--- src/rtl/agu_pkg.sv ---
// rtl/agu_pkg.sv - shared types and constants for the AGU loop sequencer
package agu_pkg;

   typedef enum logic [1:0] {
      ST_IDLE  = 2'd0,
      ST_LOAD  = 2'd1,
      ST_ISSUE = 2'd2,
      ST_DONE  = 2'd3
   } state_t;

   localparam int BANK_A = 0;
   localparam int BANK_B = 1;
   localparam int BANK_C = 2;
   localparam int BANK_D = 3;

   localparam int AGU_ADDR_WIDTH = 12;

   // AGU start addresses carry two bits beyond the bank address
   function automatic int start_width(input int addr_width);
      return addr_width + 2;
   endfunction

endpackage

--- src/rtl/agu_loop_ctr.sv ---
// rtl/agu_loop_ctr.sv - loop index counter with programmable last value
// Counts 0..i_limit, returning to 0 on the increment taken at i_limit.
module agu_loop_ctr
   import agu_pkg::*;
#(
   parameter int WIDTH = 4
) (
   input  logic             clk,
   input  logic             rst,
   input  logic             i_clr,
   input  logic             i_inc,
   input  logic [WIDTH-1:0] i_limit,
   output logic             o_wrap,
   output logic             o_zero
);

   logic [WIDTH-1:0] r_count;

   always_ff @(posedge clk or posedge rst) begin
      if (rst) begin
         r_count <= '0;
      end else if (i_clr) begin
         r_count <= '0;
      end else if (i_inc) begin
         r_count <= o_wrap ? '0 : r_count + WIDTH'(1);
      end
   end

   assign o_wrap = (r_count == i_limit);
   assign o_zero = (r_count == '0);

endmodule

--- src/rtl/agu_loop_seq.sv ---
// rtl/agu_loop_seq.sv - row/column/inner loop sequencer driving the AGU banks
// A and B start registers double as the row/column address accumulators.
module agu_loop_seq
   import agu_pkg::*;
#(
   parameter int ADDR_WIDTH = AGU_ADDR_WIDTH,
   parameter int DIM_WIDTH  = 11,
   parameter int COL_WIDTH  = 4
) (
   input  logic                  clk,
   input  logic                  rst,
   input  logic                  start,
   input  logic [DIM_WIDTH-1:0]  cfg_rows,
   input  logic [COL_WIDTH-1:0]  cfg_cols,
   input  logic [DIM_WIDTH-1:0]  cfg_inner,
   input  logic [3:0]            cfg_stride,
   input  logic [ADDR_WIDTH+1:0] cfg_a_base,
   input  logic [ADDR_WIDTH+1:0] cfg_b_base,
   input  logic [ADDR_WIDTH+1:0] cfg_c_base,
   input  logic [ADDR_WIDTH+1:0] cfg_d_base,
   input  logic                  stall,
   output logic [ADDR_WIDTH+1:0] A_addr_start,
   output logic [ADDR_WIDTH+1:0] B_addr_start,
   output logic [ADDR_WIDTH+1:0] C_addr_start,
   output logic [ADDR_WIDTH+1:0] D_addr_start,
   output logic [3:0]            clr_en,
   output logic [3:0]            add_en,
   output logic [3:0]            stride,
   output logic                  mac_first,
   output logic                  mac_last,
   output logic                  busy,
   output logic                  done
);

   localparam int SW = start_width(ADDR_WIDTH);

   state_t r_state, w_next;

   logic [SW-1:0]        r_a_start, r_b_start, r_c_start, r_d_start, r_b_base;
   logic [3:0]           r_stride;
   logic [DIM_WIDTH-1:0] r_inner, r_k_last, r_r_last;
   logic [COL_WIDTH-1:0] r_c_last;

   logic w_go, w_zero_job, w_step, w_clr_ctr;
   logic w_k_wrap, w_k_zero, w_c_wrap, w_c_zero, w_r_wrap, w_r_zero;
   logic w_last_term;

   assign w_go        = (r_state == ST_IDLE) && start;
   assign w_zero_job  = (cfg_rows == '0) || (cfg_cols == '0) || (cfg_inner == '0);
   assign w_step      = (r_state == ST_ISSUE) && !stall;
   assign w_clr_ctr   = (r_state == ST_IDLE);
   assign w_last_term = w_step && w_k_wrap;

   agu_loop_ctr #(.WIDTH(DIM_WIDTH)) u_k_ctr (
      .clk(clk), .rst(rst), .i_clr(w_clr_ctr), .i_inc(w_step),
      .i_limit(r_k_last), .o_wrap(w_k_wrap), .o_zero(w_k_zero)
   );

   agu_loop_ctr #(.WIDTH(COL_WIDTH)) u_c_ctr (
      .clk(clk), .rst(rst), .i_clr(w_clr_ctr), .i_inc(w_last_term),
      .i_limit(r_c_last), .o_wrap(w_c_wrap), .o_zero(w_c_zero)
   );

   agu_loop_ctr #(.WIDTH(DIM_WIDTH)) u_r_ctr (
      .clk(clk), .rst(rst), .i_clr(w_clr_ctr), .i_inc(w_last_term && w_c_wrap),
      .i_limit(r_r_last), .o_wrap(w_r_wrap), .o_zero(w_r_zero)
   );

   always_ff @(posedge clk or posedge rst) begin
      if (rst) begin
         r_state <= ST_IDLE;
      end else begin
         r_state <= w_next;
      end
   end

   always_comb begin
      w_next = r_state;
      case (r_state)
         ST_IDLE:  if (start) w_next = w_zero_job ? ST_DONE : ST_LOAD;
         ST_LOAD:  w_next = ST_ISSUE;
         ST_ISSUE: if (w_last_term) w_next = (w_c_wrap && w_r_wrap) ? ST_DONE : ST_LOAD;
         ST_DONE:  w_next = ST_IDLE;
         default:  w_next = ST_IDLE;
      endcase
   end

   // Job configuration and address walk; the final term leaves addresses as they are
   always_ff @(posedge clk or posedge rst) begin
      if (rst) begin
         r_a_start <= '0;
         r_b_start <= '0;
         r_c_start <= '0;
         r_d_start <= '0;
         r_b_base  <= '0;
         r_stride  <= '0;
         r_inner   <= '0;
         r_k_last  <= '0;
         r_c_last  <= '0;
         r_r_last  <= '0;
      end else if (w_go) begin
         r_a_start <= cfg_a_base;
         r_b_start <= cfg_b_base;
         r_c_start <= cfg_c_base;
         r_d_start <= cfg_d_base;
         r_b_base  <= cfg_b_base;
         r_stride  <= cfg_stride;
         r_inner   <= cfg_inner;
         r_k_last  <= cfg_inner - DIM_WIDTH'(1);
         r_c_last  <= cfg_cols - COL_WIDTH'(1);
         r_r_last  <= cfg_rows - DIM_WIDTH'(1);
      end else if (w_last_term && !(w_c_wrap && w_r_wrap)) begin
         if (!w_c_wrap) begin
            r_b_start <= r_b_start + SW'(r_inner);
         end else begin
            r_b_start <= r_b_base;
            r_a_start <= r_a_start + SW'(r_inner);
         end
      end
   end

   // The first LOAD of a job is the only one seen with both row and column at zero
   always_comb begin
      clr_en    = '0;
      add_en    = '0;
      mac_first = 1'b0;
      mac_last  = 1'b0;
      busy      = 1'b0;
      done      = 1'b0;
      case (r_state)
         ST_LOAD: begin
            busy           = 1'b1;
            clr_en[BANK_A] = 1'b1;
            clr_en[BANK_B] = 1'b1;
            if (w_c_zero && w_r_zero) begin
               clr_en[BANK_C] = 1'b1;
               clr_en[BANK_D] = 1'b1;
            end
         end
         ST_ISSUE: begin
            busy = 1'b1;
            if (!stall) begin
               add_en[BANK_A] = 1'b1;
               add_en[BANK_B] = 1'b1;
               add_en[BANK_C] = w_k_wrap;
               add_en[BANK_D] = w_k_wrap;
               mac_first      = w_k_zero;
               mac_last       = w_k_wrap;
            end
         end
         ST_DONE:  done = 1'b1;
         default:  ;
      endcase
   end

   assign A_addr_start = r_a_start;
   assign B_addr_start = r_b_start;
   assign C_addr_start = r_c_start;
   assign D_addr_start = r_d_start;
   assign stride       = r_stride;

endmodule

--- config.mk ---
export PLATFORM = sky130hd
export DESIGN_NAME = agu_loop_seq
export DESIGN_NICKNAME = d
export VERILOG_FILES = /design/src/rtl/agu_pkg.sv /design/src/rtl/agu_loop_ctr.sv /design/src/rtl/agu_loop_seq.sv
export SDC_FILE = /design/constraint.sdc
export NUM_CORES = 1
export LEC_CHECK = 0
export BUFFER_PORTS_ARGS = -buffer_cell sky130_fd_sc_hd__buf_2
export CAP_MARGIN = 15
export CORE_UTILIZATION = 50
export DETAILED_ROUTE_END_ITERATION = 6
export GPL_TIMING_DRIVEN = 0
export PLACE_DENSITY = 0.82
export SLEW_MARGIN = 20
export SYNTH_ARGS = -nofsm -noshare
export SYNTH_HDL_FRONTEND = slang
export SYNTH_SLANG_ARGS = --single-unit
--- constraint.sdc ---
create_clock -name clk -period 4.91 [get_ports clk]
set_input_delay 0.2455 -clock clk [delete_from_list [all_inputs] [get_ports clk]]
set_output_delay 0.2455 -clock clk [all_outputs]
set_load 0.03 [all_outputs]
==> metrics.md, run 1 <==
| Metric | Value |
|---|---|
| Status | `complete, no violations` |
| Met3 WL | `1675 µm` |
| Max-cap violations | `0` |
| Met1 WL | `9777 µm` |
| Final core occ | `63.15%` |
| Synth cell types | `70` |
| Clk slew on worst S/H paths | `70 ps` |
| R2R Setup Slk | `2000 ps` |
| Max VDD drop | `0.4681 mV` |
| Syn_nets | `~1000` |
| Internal power | `3490 µW` |
| Reg-to-Reg End | `A_addr_start[12]$_DFFE_PP0P_` |
| Vias | `7367` |
| Wire length per cell | `17.20 µm` |
| Final global-route overflow total | `0` |
| Number of global-route vias before repair | `7077` |
| Clk_lat worst skew | `430 ps` |
| Final RePlAce weighted congestion | `0.9243` |
| Reg2Reg Depth | `7` |
| Register bit total from synthesis | `139` |
| Vias/cell | `5.602` |
| Gr usage total | `roughly 29%` |
| Die X | `128.0 µm` |
| Largest net degree at the start of global routing | `80` |
| Final instance area | `roughly 0.0097 mm²` |
| Final ANT Viol Nets | `0` |
| Comb power frac | `50.5%` |
| Placed cell area | `0.009042 mm²` |
| Reg power frac | `30.2%` |
| Longest Clk Path Bufs | `2` |
| DR top layer | `met4` |
| Crit path kind | `reg2reg` |
| Crit Path Max Fanout | `4` |
| First-pass GRT wire length | `roughly 36000 µm` |
| Placed Cells | `1274` |
| Cell Area, Synth | `0.007938 mm²` |
| Mapped Cells | `901` |
| Synthesis warning total | `0` |
| Leakage | `0.004743 µW` |
| Pre-antenna DRT Iters | `5` |
| Hold EP | `D_addr_start[4]$_DFFE_PP0P_` |
| RSZ-0062 raised after global routing | `no` |
| Endpoints failing setup | `0` |
| Initial DRC Count | `approximately 530` |
| R2r startpoint | `r_inner[0]$_DFFE_PP0P_` |
| FMAX | `around 340 MHz` |
| Critical Path RT | `5220 ps` |
| Diodes inserted | `0` |
| Clock share of power | `slightly below 20%` |
| CTS resizes | `0` |
| Sum Neg Setup Slack | `0 ps` |
| CTS tree | `done` |
| # nets final | `1219` |
| Final Hold Fails | `0` |
| Switching Fraction | `between 40% and 50%` |
| FFs w/ async S/R, synth | `100.0%` |
| Tmin final | `2912 ps` |
| Setup crit start kind | `flop` |
| Max_slew headroom | `~39%` |
| DRT Wirelength | `22620 µm` |
| Worst Setup End Kind | `flop` |
| # Post-CTS Setup Buffers | `0` |
| Ys flop type | `dfrtp_1` |
| PnR worst setup slack | `1998 ps` |
| Initial antenna violation count | `0` |
| Drc violations | `0` |
| Number of synthesized flops with an enable pin | `0` |
| Num CTS Buffers | `17` |
| FP Rows | `45` |
| Clock skew | `8.330 ps` |
| Register area share after synthesis | `roughly 44%` |
| Hold crit path type | `in2reg` |
| Die H | `128.0 µm` |
| Hpwl dp | `16510 µm` |
| Syn-to-layout area delta | `22.29%` |
| Layout Cells excl Fill | `between 1000 and 1500` |
| CP arrival | `around 3200 ps` |
| I/O pins | `about 160` |
| I/O Buffers | `about 160` |
| Pwr per Cell Area | `between 600 and 700 mW/mm²` |
| Initial core utilization | `51.64%` |
| Met2 Wirelength | `approximately 11000 µm` |
| DP Worst Slack | `2080 ps` |
| Hold Path Stages | `3` |
| CTS Root Cell | `clkbuf_16` |
| Layout cell share with drive strength beyond 1 | `20.20%` |
| Slew Viols, Final | `0` |
| Tcrit/Tclk final | `59.31%` |
| Core footprint | `roughly 0.015 mm²` |
| Worst Max-Slew Pin Slew | `915.3 ps` |
| Full die area | `0.01638 mm²` |
| Htree depth | `4` |
| Worst Hold Launch | `cfg_d_base[4]` |
| Avg Inst Size Synth | `8.810 µm²` |
| CTS Sinks | `139` |
| Psw | `3032 µW` |
sequential cells by signal, summed over array words and instances (netlist names), 14 cells and up:
name	flops
A_addr_start	14
B_addr_start	14
C_addr_start	14
D_addr_start	14
r_b_base	14
routing by layer:
layer  up-vias  track usage, %
met2       326           46.23
met1      3493           38.36
met4         0           11.21
li1       3502               -
met3        46           6.219
met5         -               0
kinds of logic (layout without fill, tap and decap cells):
| logic type | after synthesis | count (layout) | synth area share, % |
|---|---|---|---|
| AND/OR/NAND/NOR | 396 | 396 | 22.53 |
| AO/OA/AOI/OAI | 178 | 178 | 14.33 |
| flip-flops | 139 | 139 | 43.82 |
| buffers and inverters | 68 | 271 | 3.830 |
| XOR/XNOR | 67 | 67 | 7.393 |
| adder cells (fa/ha/maj) | 38 | 38 | 6.179 |
| multiplexers | 15 | 15 | 1.923 |
placed cells by master (no fill, tap or decap), types with 25 or more instances in the layout:
| cell | instances |
|---|---|
| xor2_1 | 27 |
| ha_1 | 36 |
| buf_2 | 165 |
| o21ai_0 | 60 |
| xnor2_1 | 40 |
| dfrtp_1 | 139 |
| nand2_1 | 223 |
| a21oi_1 | 44 |
| inv_1 | 25 |
| nor2_1 | 53 |
power by group through the flow:
stage	Sequential (µW)	Clock, µW	Combinational, µW
3_3_place_gp	1960	0	3170
6_report	1970	1260	3290
4_1_cts	1960	1260	3280
2_1_floorplan	2330	0	1960
3_5_place_dp	1970	0	3240
5_1_grt	2020	1310	3630
synth_stat cells, types with 4 or more instances:
| cell | count | area share [%] |
|---|---|---|
| o211ai_1 | 4 | 0.38 |
| o21ai_0 | 60 | 3.8 |
| mux2i_1 | 13 | 1.6 |
| nand4_1 | 8 | 0.63 |
| inv_1 | 26 | 1.2 |
| nor4_1 | 8 | 0.63 |
| nand2_1 | 223 | 11 |
| buf_4 | 5 | 0.47 |
| xor2_1 | 27 | 3.0 |
| ha_1 | 36 | 5.7 |
| buf_2 | 4 | 0.25 |
| nor2_1 | 53 | 2.5 |
| a211oi_1 | 5 | 0.47 |
| clkbuf_1 | 22 | 1.0 |
| and3_1 | 10 | 0.79 |
| dfrtp_1 | 139 | 44 |
| o31ai_1 | 5 | 0.47 |
| or3_1 | 9 | 0.71 |
| nand3_1 | 24 | 1.5 |
| a221o_1 | 7 | 0.88 |
| xnor2_1 | 40 | 4.4 |
| a21o_1 | 12 | 1.1 |
| a31oi_1 | 4 | 0.32 |
| nand3b_1 | 5 | 0.47 |
| nor3_1 | 24 | 1.5 |
| nand2b_1 | 8 | 0.63 |
| buf_1 | 7 | 0.33 |
| o21bai_1 | 4 | 0.38 |
| a21oi_1 | 44 | 2.8 |
worst max path at each step:
stage	from	end	slack, ps
6_report	r_inner[0]$_DFFE_PP0P_	A_addr_start[12]$_DFFE_PP0P_	2000
3_5_place_dp	r_inner[0]$_DFFE_PP0P_	A_addr_start[12]$_DFFE_PP0P_	2080
5_1_grt	r_inner[0]$_DFFE_PP0P_	A_addr_start[10]$_DFFE_PP0P_	1760
2_1_floorplan	rst	A_addr_start[0]$_DFFE_PP0P_	940
4_1_cts	r_inner[0]$_DFFE_PP0P_	A_addr_start[12]$_DFFE_PP0P_	2020
3_3_place_gp	rst	r_b_base[10]$_DFFE_PP0P_	-670
through the flow:
stage | power [µW] | hold WS, ps
after global routing | 6967 | 10.91
after floorplan | 4295 | 350.9
after global placement | 5126 | 434.8
final | 6522 | 5.753
after detailed placement | 5218 | 305.8
after CTS | 6502 | 0.2093
cell type report:
cell class / instances / area [µm²]
clock buffers: 18 / 439.2
clock inverters: 14 / 135.1
inverters: 27 / 108.9
repair buffers: 171 / 923.4
fillers: 1298 / 5664
plain buffers: 41 / 202.7
flip-flops and latches: 139 / 3478
multi-input cells: 694 / 4155
well taps: 211 / 264.0
timing repair:
action | in CTS | in global routing
setup endpoints to repair | 0 | 0
hold buffers | 9 | 0
hold endpoints to repair | 68 | 0
critical path: stages (launching register included):
cell and delay, ps:
dfrtp_1 470, ha_1 270, fa_1 420, a21oi_1 210, o22ai_1 140, o41ai_1 710, o41ai_2 170, o32a_2 410
No activity file was read; power rests on OpenSTA's default activity.
==> run 2: changes to the inputs <==
==> constraint.sdc (replaced) <==
create_clock -name clk -period 2.7 [get_ports clk]
set_input_delay 0.135 -clock clk [delete_from_list [all_inputs] [get_ports clk]]
set_output_delay 0.135 -clock clk [all_outputs]
set_load 0.03 [all_outputs]
==> run 2 against run 1 <==
Sequential power rose by 84%. Critical path type unchanged. Largest power group unchanged. Critical path depth did not move. Register-to-register slack got worse by 1900 ps. Largest cell class unchanged. Via count rose by 9.6%.
==> metrics.md, run 2 (synthesis results as in run 1) <==
| Metric | Value |
|---|---|
| Status | `complete, no violations` |
| Hold Path Stages | `3 (unchanged)` |
| Final Hold Fails | `0 (unchanged)` |
| I/O Buffers | `161 (unchanged)` |
| Hold EP | `r_c_last[3]$_DFFE_PP0P_` |
| Final global-route overflow total | `0 (unchanged)` |
| CP arrival | `3010 ps (-220 ps)` |
| Internal power | `6745 µW (+93%)` |
| Vias/cell | `5.833 (+4.1%)` |
| Most frequent cells in the layout | `nand2_1, buf_2, dfrtp_1` |
| Full die area | `0.01638 mm² (unchanged)` |
| Worst Hold Launch | `cfg_cols[3]` |
| Pre-antenna DRT Iters | `5 (unchanged)` |
| Max VDD drop | `0.7265 mV (+55%)` |
| Slowest stage delay, CP | `640 ps (-70 ps)` |
| Longest Clk Path Bufs | `2 (unchanged)` |
| Gr usage total | `32.57% (+3.7 points)` |
| Max-cap violations | `0 (unchanged)` |
| Layout cell share with drive strength beyond 1 | `21.13% (+0.93 points)` |
| Htree depth | `4 (unchanged)` |
| Psw | `5806 µW (+91%)` |
| Clk_lat worst skew | `440 ps (about the same)` |
| Total power | `12550 µW (+92%)` |
| Crit Path Max Fanout | `10 (+6)` |
| R2R Setup Slk | `70 ps (-1930 ps)` |
| Final RePlAce weighted congestion | `0.9396 (+1.7%)` |
| Number of global-route vias before repair | `7814 (+10%)` |
| Placed Cells | `1277 (+0.24%)` |
| Worst Setup End Kind | `flop` |
| Most common cell after layout, fill and taps aside | `nand2_1` |
| Final ANT Viol Nets | `0 (unchanged)` |
| Tmin final | `2634 ps (-277.5 ps)` |
| Cell chain of the critical path | `xnor2_1, nand4_4, or4_4, clkbuf_8, a211oi_4, mux2_2, nand2_1` |
| CTS Root Cell | `clkbuf_16` |
| Clock share of power | `20.3% (+1.0 points)` |
| FMAX | `379.6 MHz (+11%)` |
| I/O pins | `162 (unchanged)` |
| CTS tree | `done` |
| Crit path kind | `reg2reg` |
| Setup crit start kind | `flop` |
| Endpoints failing setup | `0 (unchanged)` |
| Leakage | `0.005087 µW (+7.2%)` |
| Syn-to-layout area delta | `32.90%` |
| R2r startpoint | `u_c_ctr.r_count[0]$_DFFE_PP0P_` |
| Tcrit/Tclk final | `97.57% (+38 points)` |
| Reg2Reg Depth | `7 (unchanged)` |
| Die H | `128.0 µm (unchanged)` |
| DRT Wirelength | `26270 µm (+16%)` |
| Die X | `128.0 µm (unchanged)` |
| Core footprint | `0.01537 mm² (unchanged)` |
| Largest net degree at the start of global routing | `35 (-56%)` |
| # nets final | `1285 (+5.4%)` |
| Vias | `8073 (+9.6%)` |
| Initial antenna violation count | `2 (+2)` |
| Hold crit path type | `in2reg` |
| Initial core utilization | `51.64% (unchanged)` |
| Layout Cells excl Fill | `1384 (+5.2%)` |
| Clk slew on worst S/H paths | `60 ps (about the same)` |
| Max_slew headroom | `52.34% (+14 points)` |
| Final core occ | `68.63% (+5.5 points)` |
| Worst Max-Slew Pin Slew | `714.9 ps (-200.4 ps)` |
| Num CTS Buffers | `17 (unchanged)` |
| Clock skew | `13.11 ps (+4.782 ps)` |
| Critical Path RT | `3070 ps (-2150 ps)` |
| Comb power frac | `50.8% (+0.3 points)` |
| Wire length per cell | `18.98 µm (+10%)` |
| Slew Viols, Final | `0 (unchanged)` |
| Pwr per Cell Area | `1190 mW/mm² (+77%)` |
| Switching Fraction | `46.26% (-0.23 points)` |
| Slowest-stage cell, CP | `or4_4` |
| Initial DRC Count | `730 (+39%)` |
| FP Rows | `45 (unchanged)` |
| Drc violations | `0 (unchanged)` |
| Reg power frac | `28.9% (-1.3 points)` |
| First-pass GRT wire length | `40230 µm (+11%)` |
| Reg-to-Reg End | `A_addr_start[13]$_DFFE_PP0P_` |
| CTS Sinks | `139 (unchanged)` |
| Sum Neg Setup Slack | `0 ps (unchanged)` |
| Hpwl dp | `16820 µm (+1.9%)` |
run 2: worst max-delay path by stage:
stage,startpoint,endpoint,slack [ps],cells past startpoint
5_1_grt,r_state[0]$_DFFE_PP0P_,A_addr_start[13]$_DFFE_PP0P_,-10,10
4_1_cts,r_state[1]$_DFFE_PP0P_,clr_en[3],6,7
2_1_floorplan,u_r_ctr.r_count[0]$_DFFE_PP0P_,clr_en[3],30,5
3_5_place_dp,r_inner[0]$_DFFE_PP0P_,A_addr_start[10]$_DFFE_PP0P_,-190,8
3_3_place_gp,r_inner[0]$_DFFE_PP0P_,A_addr_start[12]$_DFFE_PP0P_,-120,7
6_report,u_c_ctr.r_count[0]$_DFFE_PP0P_,A_addr_start[13]$_DFFE_PP0P_,70,7
run 2: worst max-delay path: cells and delay by family, from the launching register on:
family	cells	cell delay, ps
flops	1	450
xor+xnor	1	340
compound gates	1	260
buf+inv	1	210
mux	1	380
simple gates	3	920
run 2: through the flow:
stage / worst slack [ps] / instance area [µm²] / hold slack (ps)
after CTS: 5.561 / 10420 / 8.763
after global placement: -120.0 / 9011 / 324.5
after global routing: -13.27 / 10540 / 42.68
after detailed placement: -194.5 / 9099 / 210.0
final: 65.61 / 10550 / 16.60
after floorplan: 29.49 / 7941 / 240.4
run 2: per-layer routing:
layer,vias to the layer above,share of wire (%),global-route usage (%)
met3,112,8.3,7.471
met2,456,47,51.79
met1,3859,40,41.65
met4,0,4.4,16.89
met5,-,0,0
li1,3646,-,-
run 2: what timing repair did:
action | 4_1_cts | 5_1_grt
pin swaps | 0 | 2
hold buffers | 68 | 0
buffers inserted | 0 | 4
endpoints found under the hold margin | 95 | 0
setup endpoints to repair | 14 | 87
gates resized for setup | 3 | 23
run 2: cell type report:
type / count / area [µm²]
clock buffers: 19 / 442.9
fillers: 1112 / 4822
plain buffers: 41 / 212.7
flip-flops and latches: 139 / 3478
inverters: 27 / 107.6
repair buffers: 237 / 1617
clock inverters: 12 / 186.4
well taps: 211 / 264.0
multi-input cells: 694 / 4230
diodes: 4 / 10.01
run 2: power by group through the flow:
stage	clock, µW	combinational, µW	sequential [µW]
final	2550	6370	3630
after global routing	2630	6950	3700
after CTS	2540	6080	3570
after floorplan	0	3570	4240
after detailed placement	0	5890	3580
after global placement	0	5760	3560
==> run 3: changes to the inputs <==
--- a/config.mk
+++ b/config.mk
@@ -7,6 +7,7 @@
 export LEC_CHECK = 0
 export BUFFER_PORTS_ARGS = -buffer_cell sky130_fd_sc_hd__buf_2
 export CAP_MARGIN = 15
+export CORE_ASPECT_RATIO = 1.4
 export CORE_UTILIZATION = 50
 export DETAILED_ROUTE_END_ITERATION = 6
 export GPL_TIMING_DRIVEN = 0
==> run 3 against run 2 <==
The flow now finishes with violations (negative hold slack). Clock skew shrank 3.1 ps. Non-clock buffer count down 4. Power grew 0.43%. Sequential share of layout area increased by 0.11 points. Via count is 2.6% lower. Critical endpoint unchanged. Largest cell class unchanged. Highest routed layer unchanged.
==> metrics.md, run 3 (synthesis results as in run 1) <==
| Metric | Value |
|---|---|
| Placed cell area | `0.009080 mm² (-0.21%)` |
| Crit path kind | `reg2reg` |
| FP Rows | `54 (+20%)` |
| Worst Max-Slew Pin Slew | `712.0 ps (-2.982 ps)` |
| Number of global-route vias before repair | `8019 (+2.6%)` |
| Internal power | `6889 µW (+2.1%)` |
| Sum Neg Setup Slack | `0 ps (unchanged)` |
| Final ANT Viol Nets | `0 (unchanged)` |
| Clk slew on worst S/H paths | `60 ps (about the same)` |
| Final Hold Fails | `1 (+1)` |
| Clock skew | `9.989 ps (-3.123 ps)` |
| Slew Viols, Final | `0 (unchanged)` |
| Longest Clk Path Bufs | `2 (unchanged)` |
| DRT Wirelength | `25540 µm (-2.8%)` |
| Diodes inserted | `0 (-4)` |
| CTS Root Cell | `clkbuf_16` |
| Most frequent cells in the layout | `nand2_1, buf_2, dfrtp_1` |
| RSZ-0062 raised after global routing | `yes` |
| Wire length per cell | `18.76 µm (-1.1%)` |
| Tcrit/Tclk final | `97.53% (about the same)` |
| Endpoints failing setup | `0 (unchanged)` |
| PnR worst setup slack | `66.71 ps (+1.105 ps)` |
| Hpwl dp | `17640 µm (+4.8%)` |
| DP Worst Slack | `-205.6 ps (-11.09 ps)` |
| Reg power frac | `28.7% (-0.2 points)` |
| CTS Sinks | `139 (unchanged)` |
| Initial core utilization | `51.08% (-0.56 points)` |
| Max_slew headroom | `52.54% (+0.20 points)` |
| Initial DRC Count | `474 (-35%)` |
| Final instance area | `0.01051 mm² (-0.34%)` |
| FMAX | `379.8 MHz (about the same)` |
| Pwr per Cell Area | `1199 mW/mm² (+0.77%)` |
| Slowest stage delay, CP | `660 ps (+20 ps)` |
| Max-cap violations | `0 (unchanged)` |
| Layout cell share with drive strength beyond 1 | `20.77% (-0.36 points)` |
| Largest net degree at the start of global routing | `34 (-2.9%)` |
| Setup crit start kind | `flop` |
| Status | `finished, violations left` |
| Vias/cell | `5.775 (-0.99%)` |
| Tmin final | `2633 ps (-1.105 ps)` |
| Crit Path Max Fanout | `10 (unchanged)` |
| Hold crit path type | `in2reg` |
| Final global-route overflow total | `0 (unchanged)` |
| Vias | `7860 (-2.6%)` |
| Syn-to-layout area delta | `32.44%` |
| Leakage | `0.005097 µW (+0.19%)` |
| Final core occ | `67.65% (-0.98 points)` |
| Comb power frac | `50.2% (-0.6 points)` |
| I/O Buffers | `161 (unchanged)` |
| CTS tree | `done` |
| Max VDD drop | `0.9124 mV (+26%)` |
| Initial antenna violation count | `0 (-2)` |
| Cell chain of the critical path | `xnor2_1, nand4_4, or4_4, clkbuf_8, a211oi_4, mux2_2, nand2_1` |
| Psw | `5715 µW (-1.6%)` |
| Switching Fraction | `45.34% (-0.92 points)` |
| I/O pins | `162 (unchanged)` |
| Worst Setup End Kind | `flop` |
| Gr usage total | `32.55% (about the same)` |
| Clk_lat worst skew | `440 ps (about the same)` |
| Pre-antenna DRT Iters | `5 (unchanged)` |
| Final RePlAce weighted congestion | `0.9146 (-2.7%)` |
| Final Hold Slack | `-5.630 ps (-22.23 ps)` |
| Die H | `151.1 µm (+18%)` |
| Slowest-stage cell, CP | `or4_4` |
| Critical Path RT | `3080 ps (about the same)` |
| Full die area | `0.01639 mm² (about the same)` |
| Core footprint | `0.01554 mm² (+1.1%)` |
| First-pass GRT wire length | `40210 µm (about the same)` |
| Die X | `108.5 µm (-15%)` |
| Num CTS Buffers | `17 (unchanged)` |
| Clock share of power | `21.1% (+0.8 points)` |
| Htree depth | `4 (unchanged)` |
| Drc violations | `0 (unchanged)` |
| Most common cell after layout, fill and taps aside | `nand2_1` |
| Violated checks | `negative hold slack` |
| CP arrival | `3010 ps (about the same)` |
| # nets final | `1281 (-0.31%)` |
run 3: cell count changes in the layout (fill, tap and decap cells not counted), moves of 2 or more:
| cell | delta |
|---|---|
| clkinv_4 | +2 |
| diode_2 | -4 |
| buf_4 | -2 |
| nor4_2 | -2 |
| dlygate4sd3_1 | -2 |
| inv_6 | -5 |
| clkbuf_8 | +3 |
| nor4_1 | +2 |
run 3: final timing paths:
kind | startpoint | to | slack, ps | depth (start not counted)
max | u_c_ctr.r_count[0]$_DFFE_PP0P_ | A_addr_start[13]$_DFFE_PP0P_ | 70 | 7
min | cfg_a_base[4] | A_addr_start[4]$_DFFE_PP0P_ | -6 | 3
max reg2reg | u_c_ctr.r_count[0]$_DFFE_PP0P_ | A_addr_start[13]$_DFFE_PP0P_ | 70 | 7
min reg2reg | stride[3]$_DFFE_PP0P_ | stride[3]$_DFFE_PP0P_ | 470 | 2
max in group asynchronous | rst | A_addr_start[3]$_DFFE_PP0P_ | 1400 | 6
min in group asynchronous | rst | u_c_ctr.r_count[0]$_DFFE_PP0P_ | 320 | 3
run 3: per-stage QoR:
stage / total power (µW) / cells
after floorplan: 7811 / 901
after global placement: 9365 / 1258
after detailed placement: 9551 / 1262
after CTS: 12350 / 1360
after global routing: 13330 / 1361
final: 12600 / 1361
run 3: cell type report:
type                            instances  area, µm²
Sequential cell                       139       3478
Fill cell                            1191       5027
Timing Repair Buffer                  233       1582
Clock inverter                         10      187.7
Clock buffer                           21      480.5
Inverter                               27      110.1
Tap cell                              196      245.2
Buffer                                 41      211.5
Multi-Input combinational cell        694       4218
run 3: power by group through the flow:
stage	combinational (µW)	clock, µW	sequential [µW]
after floorplan	3570	0	4240
after global placement	5780	0	3580
after detailed placement	5950	0	3600
after CTS	6110	2650	3590
after global routing	6890	2750	3690
final	6330	2660	3620
run 3: what timing repair did:
item | 4_1_cts | 5_1_grt
gates cloned | 0 | 0
gates resized for setup | 7 | 17
pin swaps | 1 | 2
hold buffers | 66 | 0
endpoints found under the hold margin | 95 | 0
setup endpoints to repair | 18 | 80
buffers inserted | 1 | 1
run 3: worst max-delay path: cells and delay by family (launching register included):
kind                      cells  cell delay, ps
DFF                           1             450
buffers and inverters         1             200
AOI/OAI and AO/OA             1             240
muxes                         1             370
and+or+nand+nor               3             960
xor gates and xnor gates      1             340
run 3: per-layer routing:
| metal | global-route usage (%) | vias up | part of all wire, % |
|---|---|---|---|
| met5 | 0 | - | 0 |
| met4 | 20.47 | 0 | 5.9 |
| met3 | 6.153 | 91 | 6.0 |
| met2 | 55.98 | 343 | 51 |
| met1 | 36.82 | 3804 | 37 |
| li1 | - | 3622 | - |
